$ cat src/rtl/spi_flash_reader.sv
// SPI flash reader: issues 0x03 READ frames in SPI mode 0 and streams bytes out through a one-byte holding register.
// Defining SPI_FLASH_WAKEUP_EN adds a one-time 0xAB release-from-power-down frame after reset.
module spi_flash_reader #(
    parameter int CLK_DIV = 2
) (
    input  logic        clock,
    input  logic        resetb,
    input  logic        start,
    input  logic [23:0] addr,
    input  logic [15:0] len,
    output logic        busy,
    output logic [7:0]  data,
    output logic        data_valid,
    input  logic        data_ready,
    output logic        done,
    output logic        flash_csb,
    output logic        flash_clk,
    output logic        flash_io0,
    input  logic        flash_io1
);

    typedef enum logic [2:0] {
        IDLE, CMD, ADDR, DATA, STALL, END
`ifdef SPI_FLASH_WAKEUP_EN
        , WAKE, WGAP
`endif
    } state_t;

    localparam logic [7:0]  DIV_LAST = 8'(CLK_DIV - 1);
    localparam logic [10:0] END_LAST = 11'(2 * CLK_DIV - 1);
`ifdef SPI_FLASH_WAKEUP_EN
    localparam logic [10:0] GAP_LAST = 11'(8 * CLK_DIV - 1);
`endif

    state_t      state_q, state_d;
    logic [7:0]  divCnt_q, divCnt_d;
    logic [10:0] gapCnt_q, gapCnt_d;
    logic [4:0]  bitCnt_q, bitCnt_d;
    logic [15:0] byteCnt_q, byteCnt_d;
    logic [31:0] txShift_q, txShift_d;
    logic [6:0]  rxShift_q, rxShift_d;
    logic        csb_q, csb_d;
    logic        sck_q, sck_d;
    logic [7:0]  data_q, data_d;
    logic        dataValid_q, dataValid_d;
    logic        done_q, done_d;
`ifdef SPI_FLASH_WAKEUP_EN
    logic [23:0] addr_q, addr_d;
    logic        wokeUp_q, wokeUp_d;
`endif

    logic shifting, tick, rise, fall;

    always_comb begin
        shifting = (state_q == CMD) || (state_q == ADDR) || (state_q == DATA);
`ifdef SPI_FLASH_WAKEUP_EN
        if (state_q == WAKE) shifting = 1'b1;
`endif
    end

    assign tick = (divCnt_q == DIV_LAST);
    assign rise = shifting && tick && !sck_q;
    assign fall = shifting && tick && sck_q;

    always_comb begin
        state_d     = state_q;
        divCnt_d    = '0;
        gapCnt_d    = gapCnt_q;
        bitCnt_d    = bitCnt_q;
        byteCnt_d   = byteCnt_q;
        txShift_d   = txShift_q;
        rxShift_d   = rxShift_q;
        csb_d       = csb_q;
        sck_d       = sck_q;
        data_d      = data_q;
        dataValid_d = dataValid_q && !data_ready;
        done_d      = 1'b0;
`ifdef SPI_FLASH_WAKEUP_EN
        addr_d      = addr_q;
        wokeUp_d    = wokeUp_q;
`endif

        if (shifting) divCnt_d = tick ? 8'd0 : divCnt_q + 8'd1;

        // MISO is captured on the edge that raises SCK; the byte lands in the holding register right away.
        if (rise) begin
            sck_d = 1'b1;
            if (state_q == DATA) begin
                rxShift_d = {rxShift_q[5:0], flash_io1};
                if (bitCnt_q == 5'd7) begin
                    data_d      = {rxShift_q, flash_io1};
                    dataValid_d = 1'b1;
                end
            end
        end

        if (fall) begin
            sck_d     = 1'b0;
            txShift_d = {txShift_q[30:0], 1'b0};
            bitCnt_d  = bitCnt_q + 5'd1;
        end

        case (state_q)
            IDLE: begin
                if (start) begin
                    if (len == 16'd0) begin
                        done_d = 1'b1;
                    end else begin
                        csb_d     = 1'b0;
                        bitCnt_d  = '0;
                        byteCnt_d = len;
`ifdef SPI_FLASH_WAKEUP_EN
                        addr_d    = addr;
                        if (!wokeUp_q) begin
                            wokeUp_d  = 1'b1;
                            state_d   = WAKE;
                            txShift_d = {8'hAB, 24'h000000};
                        end else begin
                            state_d   = CMD;
                            txShift_d = {8'h03, addr};
                        end
`else
                        state_d   = CMD;
                        txShift_d = {8'h03, addr};
`endif
                    end
                end
            end
`ifdef SPI_FLASH_WAKEUP_EN
            WAKE: begin
                if (fall && bitCnt_q == 5'd7) begin
                    state_d  = WGAP;
                    csb_d    = 1'b1;
                    bitCnt_d = '0;
                    gapCnt_d = '0;
                end
            end
            WGAP: begin
                if (gapCnt_q == GAP_LAST) begin
                    state_d   = CMD;
                    csb_d     = 1'b0;
                    txShift_d = {8'h03, addr_q};
                end else begin
                    gapCnt_d = gapCnt_q + 11'd1;
                end
            end
`endif
            CMD: begin
                if (fall && bitCnt_q == 5'd7) begin
                    state_d  = ADDR;
                    bitCnt_d = '0;
                end
            end
            ADDR: begin
                if (fall && bitCnt_q == 5'd23) begin
                    state_d  = DATA;
                    bitCnt_d = '0;
                end
            end
            DATA: begin
                // Never start a new byte while the previous one is still unclaimed.
                if (fall && bitCnt_q == 5'd7) begin
                    bitCnt_d  = '0;
                    byteCnt_d = byteCnt_q - 16'd1;
                    if (byteCnt_q == 16'd1) begin
                        state_d  = END;
                        csb_d    = 1'b1;
                        gapCnt_d = '0;
                    end else if (dataValid_q && !data_ready) begin
                        state_d = STALL;
                    end
                end
            end
            STALL: begin
                if (!dataValid_q || data_ready) state_d = DATA;
            end
            END: begin
                if (gapCnt_q != END_LAST) begin
                    gapCnt_d = gapCnt_q + 11'd1;
                end else if (!dataValid_q || data_ready) begin
                    state_d = IDLE;
                    done_d  = 1'b1;
                end
            end
            default: state_d = IDLE;
        endcase
    end

    always_ff @(posedge clock or negedge resetb) begin
        if (!resetb) begin
            state_q     <= IDLE;
            divCnt_q    <= '0;
            gapCnt_q    <= '0;
            bitCnt_q    <= '0;
            byteCnt_q   <= '0;
            txShift_q   <= '0;
            rxShift_q   <= '0;
            csb_q       <= 1'b1;
            sck_q       <= 1'b0;
            data_q      <= '0;
            dataValid_q <= 1'b0;
            done_q      <= 1'b0;
`ifdef SPI_FLASH_WAKEUP_EN
            addr_q      <= '0;
            wokeUp_q    <= 1'b0;
`endif
        end else begin
            state_q     <= state_d;
            divCnt_q    <= divCnt_d;
            gapCnt_q    <= gapCnt_d;
            bitCnt_q    <= bitCnt_d;
            byteCnt_q   <= byteCnt_d;
            txShift_q   <= txShift_d;
            rxShift_q   <= rxShift_d;
            csb_q       <= csb_d;
            sck_q       <= sck_d;
            data_q      <= data_d;
            dataValid_q <= dataValid_d;
            done_q      <= done_d;
`ifdef SPI_FLASH_WAKEUP_EN
            addr_q      <= addr_d;
            wokeUp_q    <= wokeUp_d;
`endif
        end
    end

    assign busy       = (state_q != IDLE);
    assign data       = data_q;
    assign data_valid = dataValid_q;
    assign done       = done_q;
    assign flash_csb  = csb_q;
    assign flash_clk  = sck_q;
    assign flash_io0  = txShift_q[31];

endmodule

$ cat config.mk
export PLATFORM = sky130hd
export DESIGN_NAME = spi_flash_reader
export DESIGN_NICKNAME = d
export VERILOG_FILES = /design/src/rtl/spi_flash_reader.sv
export SDC_FILE = /design/constraint.sdc
export NUM_CORES = 1
export LEC_CHECK = 0
export CAP_MARGIN = 10
export CORE_AREA = 10 10 111 113
export DETAILED_ROUTE_END_ITERATION = 10
export DIE_AREA = 0 0 121 123
export GPL_TIMING_DRIVEN = 0
export PLACE_DENSITY = 0.7
export SETUP_SLACK_MARGIN = 0.4
export SYNTH_ARGS = -nofsm -noshare
export SYNTH_HDL_FRONTEND = slang
export SYNTH_SLANG_ARGS = --single-unit
export TNS_END_PERCENT = 5
$ cat constraint.sdc
create_clock -name clock -period 4.5 [get_ports clock]
set_clock_uncertainty 0.15 [all_clocks]
set_input_delay 0.45 -clock clock [delete_from_list [all_inputs] [get_ports clock]]
set_output_delay 0.45 -clock clock [all_outputs]
set_load 0.02 [all_outputs]
Yosys cells after proc, flatten, opt, wreduce, memory -nomap -nowiden

Index checks and enable logic that the tools add are counted.

$add $sub $neg: 4
Equal/unequal tests: 21
Muxes and demuxes: 46
Reductions and logical operators: 25

Operator list:

| kind                  | number |
|---|---|
| $mux 32               | 4 |
| $mux 16               | 3 |
| $mux 11               | 3 |
| $pmux 16 s2           | 1 |
| $mux 3                | 10 |
| $mux 5                | 5 |
| $pmux 11 s2           | 1 |
| $pmux 3 s6            | 1 |
| $eq 16x1->1 const B   | 1 |
| $logic_not 16->1      | 1 |
| $mux 8                | 2 |
| $sub 16x1->16 const B | 1 |
| $pmux 5 s3            | 1 |
| $mux 1                | 13 |
| $ne 2x2->1 const B    | 6 |
| $add 11x1->11 const B | 1 |
| $ne 11x2->1 const B   | 1 |
| $reduce_and 9->1      | 1 |
| $add 8x1->8 const B   | 1 |
| $eq 8x1->1 const B    | 1 |
| $ne 2x1->1 const B    | 4 |
| $reduce_and 4->1      | 2 |
| $eq 3x2->1 const B    | 2 |
| $eq 3x3->1 const B    | 2 |
| other kinds (16)      | 28 |

Flip-flop bits (word level): 94
Bits of input ports: 45
Output and inout bits: 14
Word-level logic and storage cells: 108

Depth between registers and ports, before layout

Gate-level depths: netlist of the first run.

Depth after elaboration: 9
Gate-level depth with buffers: 9
Depth with buffers taken out: 7

Worst setup path before layout of the first run

OpenSTA, ideal clock, no wires.

Path kind: flip-flop to flip-flop
Start point: register bitCnt_q[0]
End point: register gapCnt_q[8]
Setup time: 0.077 ns
Arrival time: 2.519 ns
Required time: 4.273 ns
Path slack: 1.753 ns
Stages on the path, launching flop included: 8
Path buffers: 1
Clock period less this slack: 2.747 ns
Cell sequence: dfrtp_1 -> ha_1 -> nor4bb_1 -> nor3b_1 -> a31oi_1 -> clkbuf_1 -> or4_1 -> a21oi_1

Longest elaborated chain between the ends: 4

RTL lines:

| what                       | line | text |
|---|---|---|
| start: declaration         | 38   | `logic [4:0] bitCnt_q, bitCnt_d;` |
| start signal: assignment   | 211  | `bitCnt_q <= bitCnt_d;` |
| $eq 5x3->1                 | 162  | `if (fall && bitCnt_q == 5'd7) begin` |
| $logic_and 1x1->1          | 162  |  |
| $ne 2x1->1 (no line)       | n/a  |  |
| $reduce_and 4->1 (no line) | n/a  |  |
| end signal: assignment     | 210  | `gapCnt_q <= gapCnt_d;` |
| end: declaration           | 37   | `logic [10:0] gapCnt_q, gapCnt_d;` |

Every way passes these cells.
A chain may end at the register's enable or synchronous reset.

Worst setup path in the final report of the first run

Ends and elaborated chain as after synthesis.

==> impl_metrics.csv, run 1 <==
group,metric,value,unit
outcome,status,"finished, final reports clean",
logic_synthesis,synth_cell_types,56,
clock_network,insertion_delay,380,ps
floorplan,die-area,0.0149,mm^2
logic_synthesis,synthFlopType,"dfrtp_1",
setup_path,worstSetupStartpointType,"flop",
timing,whs,356,ps
logic_synthesis,synthAdderAreaFrac,1.56,%
setup_path,path_class,"reg -> reg",
timing,fmax,0.308,GHz
drt,via_per_inst,5.77,
global_route,grt_pass1_vias,4124,
drt,wl_per_cell,16.1,um
logic_synthesis,yosys.area_share.simple,24.2,%
final_layout,drive_gt1_share,7.15,%
final_layout,antennaDiodeCount,0,
power,total_power,2.96,mW
logic_synthesis,yosys.area_share.xor_xnor,2.19,%
final_layout,fin_cells,737,
logic_synthesis,synth_top_family_by_area,"simple AND/OR/NAND/NOR gates",
logic_synthesis,synth-compound-area-share,16.0,%
timing,hold_viol,0,
worst_hold_path,hold_class,"reg -> reg",
setup_path,worstSetupStartpoint,"bitCnt_q[0]$_DFF_PN0_",
clock_network,clk_pin_slew_worst_paths,90,ps
timing,setup_viol,0,
logic_synthesis,synth_warnings,0,
global_route,grt-ovfl-total,0,
floorplan,fp.coreArea,0.0101,mm^2
floorplan,die_x,121,um
setup_path,crit_arrival,3400,ps
drt,drc_errors,0,
timing,timing.slew.headroom,35.8,%
logic_synthesis,ys_seq_area_share,49.0,%
floorplan,start_util,47.3,%
clock_network,cts_tree,"built",
logic_synthesis,synth_seq_cells,94,
logic_synthesis,async_reset_ff_share,100,%
logic_synthesis,synth_common_cells,"dfrtp_1 (93), nand2_1 (82), nor2_1 (56), clkbuf_1 (32), a31oi_1 (29)",
drt,drt_pass1_iterations,5,
floorplan,fp.dieH,123,um
logic_synthesis,yosysTopAreaCell,"dfrtp_1",
global_route,grtUsageTotal,16.2,%
drt,final_antenna_net_count,0,
logic_synthesis,synthMuxAreaShare,3.75,%
final_layout,syn_to_final_growth,19.9,%
floorplan,num_rows,37,
job,cap_violations,0,
drt,vias,4250,
clock_network,cts.sinks,94,
global_route,antenna_found_initial,0,
setup_path,end_kind,"flop",
drt,drtIter0Drc,364,
logic_synthesis,syn_avg_cell_area,9.12,um^2
floorplan,io_pins,59,
setup_path,worstSetupEndpoint,"gapCnt_q[8]$_DFFE_PN0P_",
power,p_leak,2.41,nW
setup_path,worstPathMaxFanout,10,
logic_synthesis,synth_top_area_share,48.5,%
global_route,grt_pass1_wl,20000,um
placement,placedCellCount,721,
logic_synthesis,synthCells,526,
clock_network,post_cts_resized,0,
setup_path,r2r-end,"gapCnt_q[8]$_DFFE_PN0P_",
timing,rsz0062_at_grt,"false",
clock_network,cts_buffer_depth,2,
timing,min_period,3250,ps
clock_network,cts_root_buf,"clkbuf_8",
global_route,grt_max_degree,50,
power,ir_worst_vdd,234,uV
placement,port_buffers,58,
timing,worst_pin_slew,950,ps
logic_synthesis,synth_edf_count,0,
placement,dp_hpwl,8580,um
final_layout,multi_input_area,0.00229,mm^2
logic_synthesis,yosysMostFrequentCell,"dfrtp_1",
drt,wl,11900,um
power,power_density,515,mW/mm^2
clock_network,htree_levels,3,
placement,gpl.final_weighted_congestion,0.938,
logic_synthesis,synth_area_leaders,"dfrtp_1 (49%), nand2_1 (6.4%), nor2_1 (4.4%), a31oi_1 (3.8%), mux2_2 (3.8%)",
final_layout,nets,648,
logic_synthesis,syn_area,0.00480,mm^2
timing,fin_crit_sh,72.1,%
setup_path,crit_required,4650,ps
logic_synthesis,synth_nets,577,
setup_path,r2r_start,"bitCnt_q[0]$_DFF_PN0_",
final_layout,nFillCells,941,
clock_network,numCtsBuffers,9,
timing,slew_violations,0,
setup_path,worst-r2r-setup-slack,1250,ps
final_layout,register_area,0.00235,mm^2
setup_path,reg2regPathDepth,7,
==> worst max-delay path: stages (launching register included) <==
cell and delay (ps):
dfrtp_1 400, ha_1 220, nor4bb_1 840, nor3b_1 460, a31oi_1 160, clkbuf_1 230, or4_1 530, a21oi_1 170
==> cells by family (layout without fill, tap and decap cells) <==
| kind of cell | Yosys count | after routing |
|---|---|---|
| buffers and inverters | 42 | 117 |
| adders and majority gates | 6 | 6 |
| and+or+nand+nor | 237 | 237 |
| AOI/OAI and AO/OA | 119 | 119 |
| muxes | 16 | 16 |
| xor gates and xnor gates | 12 | 12 |
| DFF | 94 | 94 |
==> worst min-delay path by stage <==
stage / from / to / slack (ps) / depth (start not counted)
floorplan: resetb / bitCnt_q[0]$_DFF_PN0_ / 4 / 0
global placement: txShift_q[24]$_DFF_PN0_ / txShift_q[25]$_DFF_PN0_ / 320 / 2
detailed placement: txShift_q[24]$_DFF_PN0_ / txShift_q[24]$_DFF_PN0_ / 330 / 2
CTS: txShift_q[24]$_DFF_PN0_ / txShift_q[24]$_DFF_PN0_ / 360 / 2
global route: data[3]$_DFFE_PN0P_ / data[3]$_DFFE_PN0P_ / 370 / 1
finish: txShift_q[24]$_DFF_PN0_ / txShift_q[24]$_DFF_PN0_ / 360 / 2
==> layer usage <==
metal / vias up / wire (um) / track usage (%)
li1: 2034 / - / -
met1: 2060 / 5390 / 21.1
met2: 137 / 5660 / 26.0
met3: 19 / 632 / 3.69
met4: 0 / 194 / 5.88
met5: - / 0 / 0
==> per-stage QoR <==
step	util, %	instance area (um^2)	setup WS (ps)	setup TNS [ps]
2_1_floorplan	-	4800	1750	0
3_3_place_gp	54.7	5550	-677	-62130
3_5_place_dp	55.0	5570	1250	0
4_1_cts	56.7	5750	1210	0
5_1_grt	56.7	5750	926	0
6_report	56.7	5750	1250	0
==> state kept, by name, summed over array words and instances, names as in the netlist, 3 cells and up <==
register	count
txShift_q	32
byteCnt_q	16
gapCnt_q	11
data	8
divCnt_q	8
rxShift_q	7
bitCnt_q	5
state_q	3
==> layout by cell type (no fill, tap or decap), drive strengths merged, types with 3 or more instances in the layout <==
cell type,synthesis,final
a31oi,29,29
inv,9,12
xor2,8,8
o31ai,12,12
or4,7,7
o21ai,21,21
a22oi,4,4
xnor2,4,4
buf,1,3
nor2b,3,3
nand2b,4,4
a2bb2oi,3,3
dfrtp,93,93
nor2,56,56
nand3,16,16
clkdlybuf4s50,0,57
ha,6,6
nand2,83,83
or3,12,12
clkbuf,32,41
mux2,16,16
nor3,15,15
and3,5,5
nand4,9,9
nor4,15,15
a21oi,27,27
o21a,4,4
==> where the power goes <==
| part | leakage (nW) | internal (mW) | switching (mW) | total (mW) |
|---|---|---|---|---|
| Combinational | 1.13 | 0.464 | 0.694 | 1.16 |
| Clock | 0.0863 | 0.202 | 0.315 | 0.517 |
| Sequential | 1.19 | 1.10 | 0.187 | 1.29 |
| Total | 2.41 | 1.77 | 1.20 | 2.96 |
==> cell type report <==
cell class | instances | area share (%)
Inverter | 9 | 0.587
Sequential cell | 94 | 40.9
Clock inverter | 6 | 0.761
Multi-Input combinational cell | 390 | 39.8
Buffer | 33 | 2.15
Tap cell | 136 | 2.96
Timing Repair Buffer | 60 | 10.7
Clock buffer | 9 | 2.15
==> repair_timing <==
| action | 4_1_cts | 5_1_grt |
|---|---|---|
| hold buffers | 1 | 0 |
| hold endpoints to repair | 45 | 0 |
| setup buffers | 0 | 0 |
Power figures use the tool's default switching activity.
==> run 2, diff against run 1 <==
--- a/config.mk
+++ b/config.mk
@@ -10,7 +10,7 @@
 export DETAILED_ROUTE_END_ITERATION = 10
 export DIE_AREA = 0 0 121 123
 export GPL_TIMING_DRIVEN = 0
-export PLACE_DENSITY = 0.7
+export PLACE_DENSITY = 0.73
 export SETUP_SLACK_MARGIN = 0.4
 export SYNTH_ARGS = -nofsm -noshare
 export SYNTH_HDL_FRONTEND = slang
==> constraint.sdc (replaced) <==
create_clock -name clock -period 2.9 [get_ports clock]
set_clock_uncertainty 0.15 [all_clocks]
set_input_delay 0.29 -clock clock [delete_from_list [all_inputs] [get_ports clock]]
set_output_delay 0.29 -clock clock [all_outputs]
set_load 0.02 [all_outputs]
==> run 2 against run 1 <==
Wire length up 3.2%. Final area rose by 6.4%. Via count rose by 3.0%. Critical path depth down 1. Utilization rose by 3.7 points. Hold slack worse by 180 ps. Sequential cell count stayed put. Largest cell class is now multi-input combinational cells.
==> impl_metrics.csv, run 2 (synthesized netlist as in run 1, its figures left out) <==
group,metric,value,unit
floorplan,num_rows,37,
placement,dp_slack,-176,ps
final_layout,drive_gt1_share,13.8,%
timing,min_period,2500,ps
setup_path,worstSetupPathDepth,6,
floorplan,fp.dieH,123,um
setup_path,crit_path_cell_trace,"or4_4 > or4b_4 > nor4_4 > buf_4 > buf_12 > mux2_4",
setup_path,r2r-end,"rxShift_q[3]$_DFFE_PN0N_",
timing,hold_viol,0,
setup_path,crit_required,3030,ps
floorplan,start_util,47.3,%
setup_path,crit_arrival,2630,ps
power,ir_worst_vdd,531,uV
drt,wl,12300,um
drt,via_per_inst,5.81,
global_route,grt_pass1_wl,19900,um
placement,dp_hpwl,8350,um
final_layout,utilization,60.4,%
setup_path,slowest_delay,570,ps
timing,layout_setup_ws,400,ps
drt,drt_pass1_iterations,5,
setup_path,end_kind,"flop",
drt,vias,4377,
drt,drtIter0Drc,301,
final_layout,largest_register_ffs,32,
setup_path,crit_family,"simple AND/OR/NAND/NOR gates",
setup_path,crit_slowest_cell,"or4_4",
clock_network,numCtsBuffers,9,
job,cap_violations,0,
final_layout,final_common_cell,"dfrtp_1",
final_layout,final_cell_mix,"dfrtp_1 (92), nand2_1 (82), clkdlybuf4s50_1 (57), nor2_1 (56), a31oi_1 (28)",
clock_network,cts.sinks,94,
floorplan,die-area,0.0149,mm^2
final_layout,fin_cells,754,
outcome,status,"finished, final reports clean",
clock_network,clk_pin_slew_worst_paths,100,ps
worst_hold_path,hold_class,"in -> async",
timing,rsz0062_at_grt,"true",
final_layout,antennaDiodeCount,0,
timing,setup_viol,0,
floorplan,die_x,121,um
clock_network,cts_root_buf,"clkbuf_8",
floorplan,fp.coreArea,0.0101,mm^2
global_route,grt-ovfl-total,0,
clock_network,htree_levels,3,
setup_path,worstSetupStartpointType,"flop",
global_route,grt_max_degree,75,
setup_path,worstSetupStartpoint,"divCnt_q[2]$_DFF_PN0_",
timing,worst_pin_slew,599,ps
final_layout,largestRegisters,"txShift_q x32, byteCnt_q x16, gapCnt_q x11",
timing,timing.slew.headroom,60.0,%
placement,gpl.final_weighted_congestion,0.869,
timing,slew_violations,0,
global_route,grtUsageTotal,16.2,%
placement,port_buffers,58,
setup_path,crit_buf_inv,2,
global_route,antenna_found_initial,0,
placement,placedCellCount,721,
setup_path,r2r_start,"divCnt_q[2]$_DFF_PN0_",
final_layout,nets,664,
setup_path,path_class,"reg -> reg",
floorplan,io_pins,59,
clock_network,insertion_delay,390,ps
timing,fin_crit_sh,86.2,%
final_layout,syn_to_final_growth,27.6,%
drt,wl_per_cell,16.2,um
global_route,grt_pass1_vias,4166,
clock_network,cts_tree,"built",
final_layout,top_register,"txShift_q",
setup_path,worst-r2r-setup-slack,400,ps
setup_path,reg2regPathDepth,6,
power,power_density,819,mW/mm^2
placement,dpl_cell_area,0.00559,mm^2
power,p_leak,2.59,nW
final_layout,design_area,0.00612,mm^2
clock_network,cts_buffer_depth,2,
drt,final_antenna_net_count,0,
timing,fmax,0.400,GHz
drt,drc_errors,0,
setup_path,worstPathMaxFanout,7,
[run 2: changes by cell type in the layout (fill, tap and decap cells not counted), moves of 3 or more]
cell and change:
buf_4 +16, buf_6 +3, clkbuf_1 -9, mux2_2 -7, mux2_4 +7, nor4_1 -3
[run 2: what timing repair did]
action / CTS / global route
setup buffers: 7 / 8
pin swaps: 5 / 16
endpoints found under the hold margin: 20 / 0
hold buffers: 1 / 0
gates cloned: 0 / 1
gates resized for setup: 27 / 30
setup endpoints to repair: 79 / 78
[run 2: worst max path at each step]
stage	endpoint
global placement	txShift_q[11]$_DFF_PN0_
global route	state_q[0]$_DFFE_PN0P_
floorplan	data[0]$_DFFE_PN0P_
CTS	rxShift_q[5]$_DFFE_PN0N_
finish	rxShift_q[3]$_DFFE_PN0N_
detailed placement	byteCnt_q[15]$_DFFE_PN0P_
[run 2: cell type report]
class                   count  area [um^2]
fillers                   863         4020
multi-input cells         390         2440
flip-flops and latches     94         2350
repair buffers             76          746
well taps                 136          170
plain buffers              33          168
clock buffers              10          138
clock inverters             6         75.1
inverters                   9         33.8
[run 2: per-stage QoR]
stage / hold slack [ps] / total power, mW / setup TNS (ps)
2_1_floorplan: -156 / 3.26 / 0
3_3_place_gp: 333 / 3.71 / -195980
3_5_place_dp: 56.0 / 3.77 / -1640
4_1_cts: 177 / 4.85 / 0
5_1_grt: 198 / 5.35 / 0
6_report: 173 / 5.01 / 0
[run 2: per-layer routing]
layer / track usage (%) / share of wire, % / vias to the layer above
li1: - / - / 2070
met1: 20.3 / 42 / 2117
met2: 26.1 / 49 / 163
met3: 5.01 / 7.3 / 27
met4: 5.35 / 1.8 / 0
met5: 0 / 0 / -
[run 2: where the power goes]
part	switching [mW]	internal [mW]	leakage, nW
Combinational	1.17	0.901	1.30
Sequential	0.292	1.71	1.19
Clock	0.506	0.436	0.105
Total	1.96	3.05	2.59
